### config.mk
export PLATFORM = sky130hd
export DESIGN_NAME = interrupt_controller12
export DESIGN_NICKNAME = d
export VERILOG_FILES = /design/src/rtl/interrupt_controller12.sv
export SDC_FILE = /design/constraint.sdc
export NUM_CORES = 1
export LEC_CHECK = 0
export BUFFER_PORTS_ARGS = -buffer_cell sky130_fd_sc_hd__buf_2
export CAP_MARGIN = 20
export CORE_ASPECT_RATIO = 0.5
export CORE_MARGIN = 5
export CORE_UTILIZATION = 61
export DETAILED_ROUTE_END_ITERATION = 7
export HOLD_SLACK_MARGIN = 0.03
export PLACE_DENSITY_LB_ADDON = 0.1
export SETUP_SLACK_MARGIN = 0.5
export SLEW_MARGIN = 20
export SYNTH_ARGS = -nofsm -noshare
export SYNTH_HDL_FRONTEND = slang
export SYNTH_SLANG_ARGS = --single-unit
### constraint.sdc
create_clock -name clk -period 12.35 [get_ports clk]
set_clock_uncertainty 0.1 [all_clocks]
set_input_delay 1.235 -clock clk [delete_from_list [all_inputs] [get_ports clk]]
set_output_delay 1.235 -clock clk [all_outputs]
set_load 0.01 [all_outputs]
### src/rtl/interrupt_controller12.sv
// interrupt_controller12: collects up to 24 edge-triggered request lines, masks
// and priority-encodes them, and hands one 24-bit handler vector at a time to
// the 12-bit core over a req/ack/done handshake. Mask and pending state are
// reachable through a small 12-bit register port.
module interrupt_controller12 #(
  parameter int          NUM_IRQ       = 24,
  parameter logic [23:0] VECTOR_BASE   = 24'o00000100,
  parameter logic [23:0] VECTOR_STRIDE = 24'o00000004
) (
  input  logic               clk,
  input  logic               rst,
  input  logic [NUM_IRQ-1:0] irq_in,
  input  logic [2:0]         reg_sel,
  input  logic               reg_we,
  input  logic [11:0]        reg_wdata,
  output logic [11:0]        reg_rdata,
  output logic               int_req,
  output logic [23:0]        int_vector,
  input  logic               int_ack,
  input  logic               int_done
);

  // Bits at or above NUM_IRQ do not exist; every internal vector is clipped
  // with this so unimplemented positions always read 0. For NUM_IRQ=24 the
  // shift yields 0 and the subtraction wraps to all ones.
  localparam logic [23:0] IMPL_MASK = (24'd1 << NUM_IRQ) - 24'd1;

  typedef enum logic [1:0] {
    S_IDLE    = 2'd0,
    S_REQ     = 2'd1,
    S_SERVICE = 2'd2
  } state_t;

  state_t      state_reg, state_next;

  logic [23:0] irq_ext;
  logic [23:0] sync1_reg, sync2_reg, sync3_reg;
  logic [23:0] edge_evt;

  logic [23:0] mask_reg, mask_next;
  logic [23:0] pending_reg, pending_next;
  logic [23:0] w1c_bits;
  logic [23:0] ack_clr;
  logic [23:0] eligible;
  logic        any_eligible;

  logic [4:0]  win_idx;
  logic [23:0] win_vector;

  logic [4:0]  idx_reg;
  logic [23:0] idx_onehot;
  logic        latched_eligible;
  logic [23:0] vector_reg;

  logic        ack_take;
  logic        grant_load;
  logic        active;

  // Widen the request lines to the full 24-bit internal width.
  generate
    for (genvar gi = 0; gi < 24; gi++) begin : g_irq_ext
      if (gi < NUM_IRQ) begin : g_impl
        assign irq_ext[gi] = irq_in[gi];
      end else begin : g_unimpl
        assign irq_ext[gi] = 1'b0;
      end
    end
  endgenerate

  // Two-flop synchroniser plus one history flop for rising-edge detection.
  always_ff @(posedge clk or posedge rst) begin
    if (rst) begin
      sync1_reg <= '0;
      sync2_reg <= '0;
      sync3_reg <= '0;
    end else begin
      sync1_reg <= irq_ext;
      sync2_reg <= sync1_reg;
      sync3_reg <= sync2_reg;
    end
  end

  // A held-high line produces exactly one event; it must fall and rise again.
  assign edge_evt = sync2_reg & ~sync3_reg;

  assign eligible     = pending_reg & mask_reg;
  assign any_eligible = |eligible;
  assign idx_onehot   = 24'd1 << idx_reg;
  assign latched_eligible = |(eligible & idx_onehot);

  // Lowest eligible index wins; scanning downward leaves the lowest one last.
  always_comb begin
    win_idx = 5'd0;
    for (int i = NUM_IRQ - 1; i >= 0; i--) begin
      if (eligible[i]) begin
        win_idx = 5'(i);
      end
    end
  end

  // Handler address, wrapping modulo 2^24.
  assign win_vector = VECTOR_BASE + VECTOR_STRIDE * {19'd0, win_idx};

  // Register-port writes: mask halves are plain stores, pending halves are W1C.
  always_comb begin
    mask_next = mask_reg;
    w1c_bits  = '0;
    if (reg_we) begin
      case (reg_sel)
        3'd0:    mask_next[11:0]  = reg_wdata;
        3'd1:    mask_next[23:12] = reg_wdata;
        3'd2:    w1c_bits         = {12'd0, reg_wdata};
        3'd3:    w1c_bits         = {reg_wdata, 12'd0};
        default: ;
      endcase
    end
    mask_next = mask_next & IMPL_MASK;
  end

  // Pending update: a new edge event overrides a clear in the same cycle.
  always_comb begin
    ack_clr      = ack_take ? idx_onehot : 24'd0;
    pending_next = ((pending_reg & ~(w1c_bits | ack_clr)) | edge_evt) & IMPL_MASK;
  end

  // Mask and pending storage.
  always_ff @(posedge clk or posedge rst) begin
    if (rst) begin
      mask_reg    <= '0;
      pending_reg <= '0;
    end else begin
      mask_reg    <= mask_next;
      pending_reg <= pending_next;
    end
  end

  // Handshake state register.
  always_ff @(posedge clk or posedge rst) begin
    if (rst) begin
      state_reg <= S_IDLE;
    end else begin
      state_reg <= state_next;
    end
  end

  // Next-state logic; in REQ an ack takes precedence over a withdrawal.
  always_comb begin
    state_next = state_reg;
    case (state_reg)
      S_IDLE: begin
        if (any_eligible) begin
          state_next = S_REQ;
        end
      end
      S_REQ: begin
        if (int_ack) begin
          state_next = S_SERVICE;
        end else if (!latched_eligible) begin
          state_next = S_IDLE;
        end
      end
      S_SERVICE: begin
        if (int_done) begin
          state_next = S_IDLE;
        end
      end
      default: state_next = S_IDLE;
    endcase
  end

  // Handshake outputs and internal strobes decoded from the current state.
  always_comb begin
    int_req    = (state_reg == S_REQ);
    active     = (state_reg == S_SERVICE);
    ack_take   = (state_reg == S_REQ) && int_ack;
    grant_load = (state_reg == S_IDLE) && any_eligible;
  end

  // Winner index and vector are captured once and held for the whole request,
  // so a later higher-priority arrival cannot change what the core sees.
  always_ff @(posedge clk or posedge rst) begin
    if (rst) begin
      idx_reg    <= 5'd0;
      vector_reg <= VECTOR_BASE;
    end else if (grant_load) begin
      idx_reg    <= win_idx;
      vector_reg <= win_vector;
    end
  end

  assign int_vector = vector_reg;

  // Register read mux, combinational from reg_sel.
  always_comb begin
    case (reg_sel)
      3'd0:    reg_rdata = mask_reg[11:0];
      3'd1:    reg_rdata = mask_reg[23:12];
      3'd2:    reg_rdata = pending_reg[11:0];
      3'd3:    reg_rdata = pending_reg[23:12];
      3'd4:    reg_rdata = {active, int_req, 5'd0, idx_reg};
      default: reg_rdata = 12'd0;
    endcase
  end

endmodule

Word-level counts from Yosys, hierarchy flattened
Cells that the tools add are included.
{"block": "classes", "div_mod_pow": 0, "n_eq_ne": 9, "bitwise": 8, "multipliers": 0, "shifts": 1, "n_addsub": 1, "n_reduce_logical": 9, "muxes": 33, "order_cmp": 0}
{"operator": "$mux W5", "n": 24}
{"operator": "$and A24 B24 Y24", "n": 4}
{"operator": "$pmux W12 S5", "n": 1}
{"operator": "$mux W24", "n": 2}
{"operator": "$not A24 Y24", "n": 2}
{"operator": "$or A24 B24 Y24", "n": 2}
{"operator": "$pmux W24 S2", "n": 1}
{"operator": "$reduce_or A24 Y1", "n": 2}
{"operator": "$shl A1 B5 Y24 const A", "n": 1}
{"operator": "$add A7 B7 Y8 const A", "n": 1}
{"operator": "$mux W2", "n": 4}
{"operator": "$eq A3 B2 Y1 const B", "n": 2}
{"operator": "$pmux W2 S3", "n": 1}
{"operator": "$ne A2 B2 Y1 const B", "n": 2}
{"operator": "$reduce_and A2 Y1", "n": 2}
{"operator": "$eq A3 B1 Y1 const B", "n": 1}
{"operator": "$eq A3 B3 Y1 const B", "n": 1}
{"operator": "$logic_not A3 Y1", "n": 1}
{"operator": "$ne A3 B3 Y1 const B", "n": 1}
{"operator": "$reduce_and A3 Y1", "n": 1}
{"operator": "$eq A2 B1 Y1 const B", "n": 1}
{"operator": "$eq A2 B2 Y1 const B", "n": 1}
{"operator": "$logic_and A1 B1 Y1", "n": 2}
{"operator": "$logic_not A2 Y1", "n": 1}
{"block": "totals", "n_memories": 0, "romBits": 0, "latch_bits": 0, "word_cells": 70, "ff_bits": 151, "output_inout_bits": 37, "ramBits": 0, "in_bits": 44}

Depth between registers and ports, before layout
{"block": "depth", "ltp_word": 26, "mapped_depth": 8, "mapped_depth_nobuf": 6}

Worst setup path before layout
Ideal clock, no wire load.
{"block": "synth_path", "path_kind": "in2out", "from": "in reg_sel[0]", "to": "out reg_rdata[10]", "path_stages": 5, "path_slack_ps": 8601, "n_path_buf": 2, "required_ps": 11015, "arrival_time_ps": 2414, "path_cell_list": "buf_2 -> buf_1 -> nor2b_1 -> a22oi_1 -> o22ai_1"}
{"block": "synth_between", "elab_chain_cells": 2, "elab_cells_between_ends": 6, "cone_classes": "eq/ne (4); mux (1); reduce/logical (1)"}
{"element": "start, declared", "line": "13", "source": "input logic [2:0] reg_sel,"}
{"element": "$eq A3 B3 Y1, or another cell as far along", "line": "195", "source": "case (reg_sel)"}
{"element": "$pmux W12 S5 *", "line": "195"}
{"element": "end, declared", "line": "16", "source": "output logic [11:0] reg_rdata,"}
Every way passes the cells marked *; elsewhere a longest branch is shown, timed or not.

Worst setup path in the final report
{"block": "layout_path", "from": "in reg_sel[1]", "to": "out reg_rdata[0]"}
The elaborated chain is that of the path after synthesis.

==> results_dict.tcl <==
set metrics [dict create \
    hold_path.class "reg2reg" \
    nFillCells 589 \
    htree_num_levels 4 \
    cts.sinks 128 \
    worst_slew_pin_slew_ps 962 \
    crit_arrival_ps 2600 \
    grt.overflow.total 0 \
    grt_start_max_net_pins 78 \
    die_area_um2 11000 \
    clkLatencyLatePin_ps 410 \
    cts_max_path_buffers 2 \
    setup_slack_ps 8420 \
    fp.dieW_um 143 \
    timing.fmax_ghz 0.254 \
    drt_iter0_drc 491 \
    place_worst_setup_slack_ps 8450 \
    cellPowerDensity_nw_per_um2 210 \
    grt_pass1_wl_um 22700 \
    rsz0062_at_grt "false" \
    std_cell_rows 24 \
    async_flop_share_pct 100 \
    ctsResizeCount 0 \
    cap_viol_max_count 0 \
    critPathLaunchType "primary input" \
    yosys_warnings 0 \
    antenna_found_initial 0 \
    status "finished, final reports clean" \
    syn_inst 476 \
    seq_area_frac_synth_pct 59.3 \
    synth_seq_cells 128 \
    cts_tree "yes" \
    slew_violations 0 \
    setup_viol 0 \
    drt.antenna.violating_nets 0 \
    grt_pass1_vias 4089 \
    synthDistinctLibCells 49 \
    hold_viol 0 \
    layout_min_cycle_time_ps 3930 \
    vias 4058 \
    synth_flop_cell "dfrtp_1" \
    clkTransAtPathRegs_ps 60 \
    final_nets 585 \
    die-height_um 76.6 \
    crit_type "in2out" \
    io_pins 81 \
    multi_input_area_um2 1950 \
    fin_crit_sh_pct 31.9 \
    n_antenna_cell 0 \
    viasPerCell 6.05 \
    wire_per_inst_um 21.3 \
    syn_area_um2 5410 \
    synth.avg_cell_area_um2 11.4 \
    cp-end-kind "output pin" \
    coreArea_um2 8680 \
    drtPass1Iterations 6 \
    start_util_pct 62.3 \
    cts.hold.buffers_added 0 \
    drc 0 \
    root_buffer "clkbuf_16" \
    track_usage_pct 27.7 \
    gp_congestion 0.959 \
    p_leak_nw 2.83 \
    area_growth_syn_to_layout_pct 16.9 \
    synth_edf_count 0 \
    cp.required_ps 11020 \
    setup_tns_ps 0 \
    cts_made_buffers 17 \
    ir_drop_v 0.000142 \
    slew_headroom_pct 35.9 \
    postCtsSetupBuffers 0 \
    hpwl_um 9810 \
    drive_gt1_share_pct 25.3 \
    area.sequential_um2 3200 \
    cp_max_fo 22 \
    routed_wl_um 14300 \
    portBuffers 62 \
    fin_util_pct 72.9 \
]
metrics by stage:
step | std cells | hold WS [ps] | power [W] | area, um^2
global route | 671 | 254 | 0.00139 | 6320
global placement | 639 | 231 | 0.000823 | 5740
CTS | 671 | 250 | 0.00132 | 6320
detailed placement | 639 | 235 | 0.000829 | 5740
floorplan | 493 | 231 | 0.000728 | 5470
finish | 671 | 246 | 0.00133 | 6320
placed cells by master (no fill, tap or decap), types with 2 or more instances in the layout:
master	Yosys	layout
inv_1	29	28
conb_1	1	18
clkbuf_16	0	17
buf_2	6	62
mux4_2	6	6
nand3_1	25	25
a32o_1	3	3
nand4_1	4	4
o31ai_1	2	2
o211ai_1	14	14
a21boi_0	3	3
and2_1	2	2
mux2_2	30	30
nand2_1	71	71
dfrtp_1	127	127
inv_6	0	7
nand3b_1	2	2
a22oi_1	18	18
and3_1	3	3
nor2_1	7	7
inv_8	0	2
buf_4	18	2
o21ai_0	33	33
a32oi_1	2	2
nor2b_1	10	10
o22ai_1	11	11
clkinvlp_4	0	4
a31oi_1	4	4
a21oi_1	6	6
o311ai_0	2	2
nand2b_1	6	6
Yosys cell counts (4+ instances only):
cell type    n  share of area (%)
nor2b_1     10                1.2
nand3_1     25                2.3
mux4_2       6                2.5
clkbuf_1    10               0.69
a31oi_1      4               0.46
nand2_1     71                4.9
inv_1       29                2.0
o21ai_0     33                3.1
o22ai_1     11                1.3
a22oi_1     18                2.5
dfrtp_1    127                 59
nand4_1      4               0.46
a21oi_1      6               0.56
o211ai_1    14                1.9
mux2_2      30                6.2
buf_4       18                2.5
buf_2        6               0.56
nor2_1       7               0.49
nand2b_1     6               0.69
metal layers:
layer	part of all wire [%]	routed length, um	GRT usage [%]	vias to the layer above
met3	12	1660	9.78	21
met4	1.3	181	8.06	0
met1	43	6080	39.4	1997
li1	-	-	-	1794
met5	0	0	0	-
met2	45	6370	40.4	246
report_power, final:
part | switching [W] | internal [W] | leakage, nW
Clock | 0.000204 | 0.000289 | 0.275
Sequential | 0.0000874 | 0.000473 | 1.45
Combinational | 0.000161 | 0.000112 | 1.11
Total | 0.000453 | 0.000874 | 2.83
cell families (layout without fill, tap and decap cells):
family / Yosys count / in the layout / share of synthesized area (%)
buffers and inverters: 64 / 125 / 5.83
AO/OA/AOI/OAI: 108 / 108 / 13.7
AND/OR/NAND/NOR: 139 / 139 / 12.4
flip-flops: 128 / 128 / 59.3
multiplexers: 36 / 36 / 8.75
other: 1 / 18 / 0.0693
worst paths after layout:
path | from | end | slack (ps) | cells past startpoint
worst max-delay path | reg_sel[1] | reg_rdata[0] | 8420 | 5
worst min-delay path | sync1_reg[13]$_DFF_PP0_ | sync2_reg[13]$_DFF_PP0_ | 250 | 0
worst max register to register | state_reg[1]$_DFFE_PP0P_ | pending_reg[10]$_DFF_PP0_ | 9910 | 6
worst min register to register | sync1_reg[13]$_DFF_PP0_ | sync2_reg[13]$_DFF_PP0_ | 250 | 0
max in group asynchronous | rst | mask_reg[20]$_DFFE_PP0P_ | 9960 | 3
min in group asynchronous | rst | sync2_reg[3]$_DFF_PP0_ | 800 | 2
area by class of cell:
cell class,instances,area share (%)
well taps,117,2.32
repair buffers,64,5.15
flip-flops and latches,128,50.7
inverters,29,1.76
multi-input cells,301,30.9
clock inverters,14,2.28
clock buffers,18,6.95
worst max-delay path: stages:
cell and delay [ps]:
buf_2 260, nor2_1 530, a22oi_1 170, o22ai_1 230, buf_2 170
No activity file was read; power rests on OpenSTA's default activity.
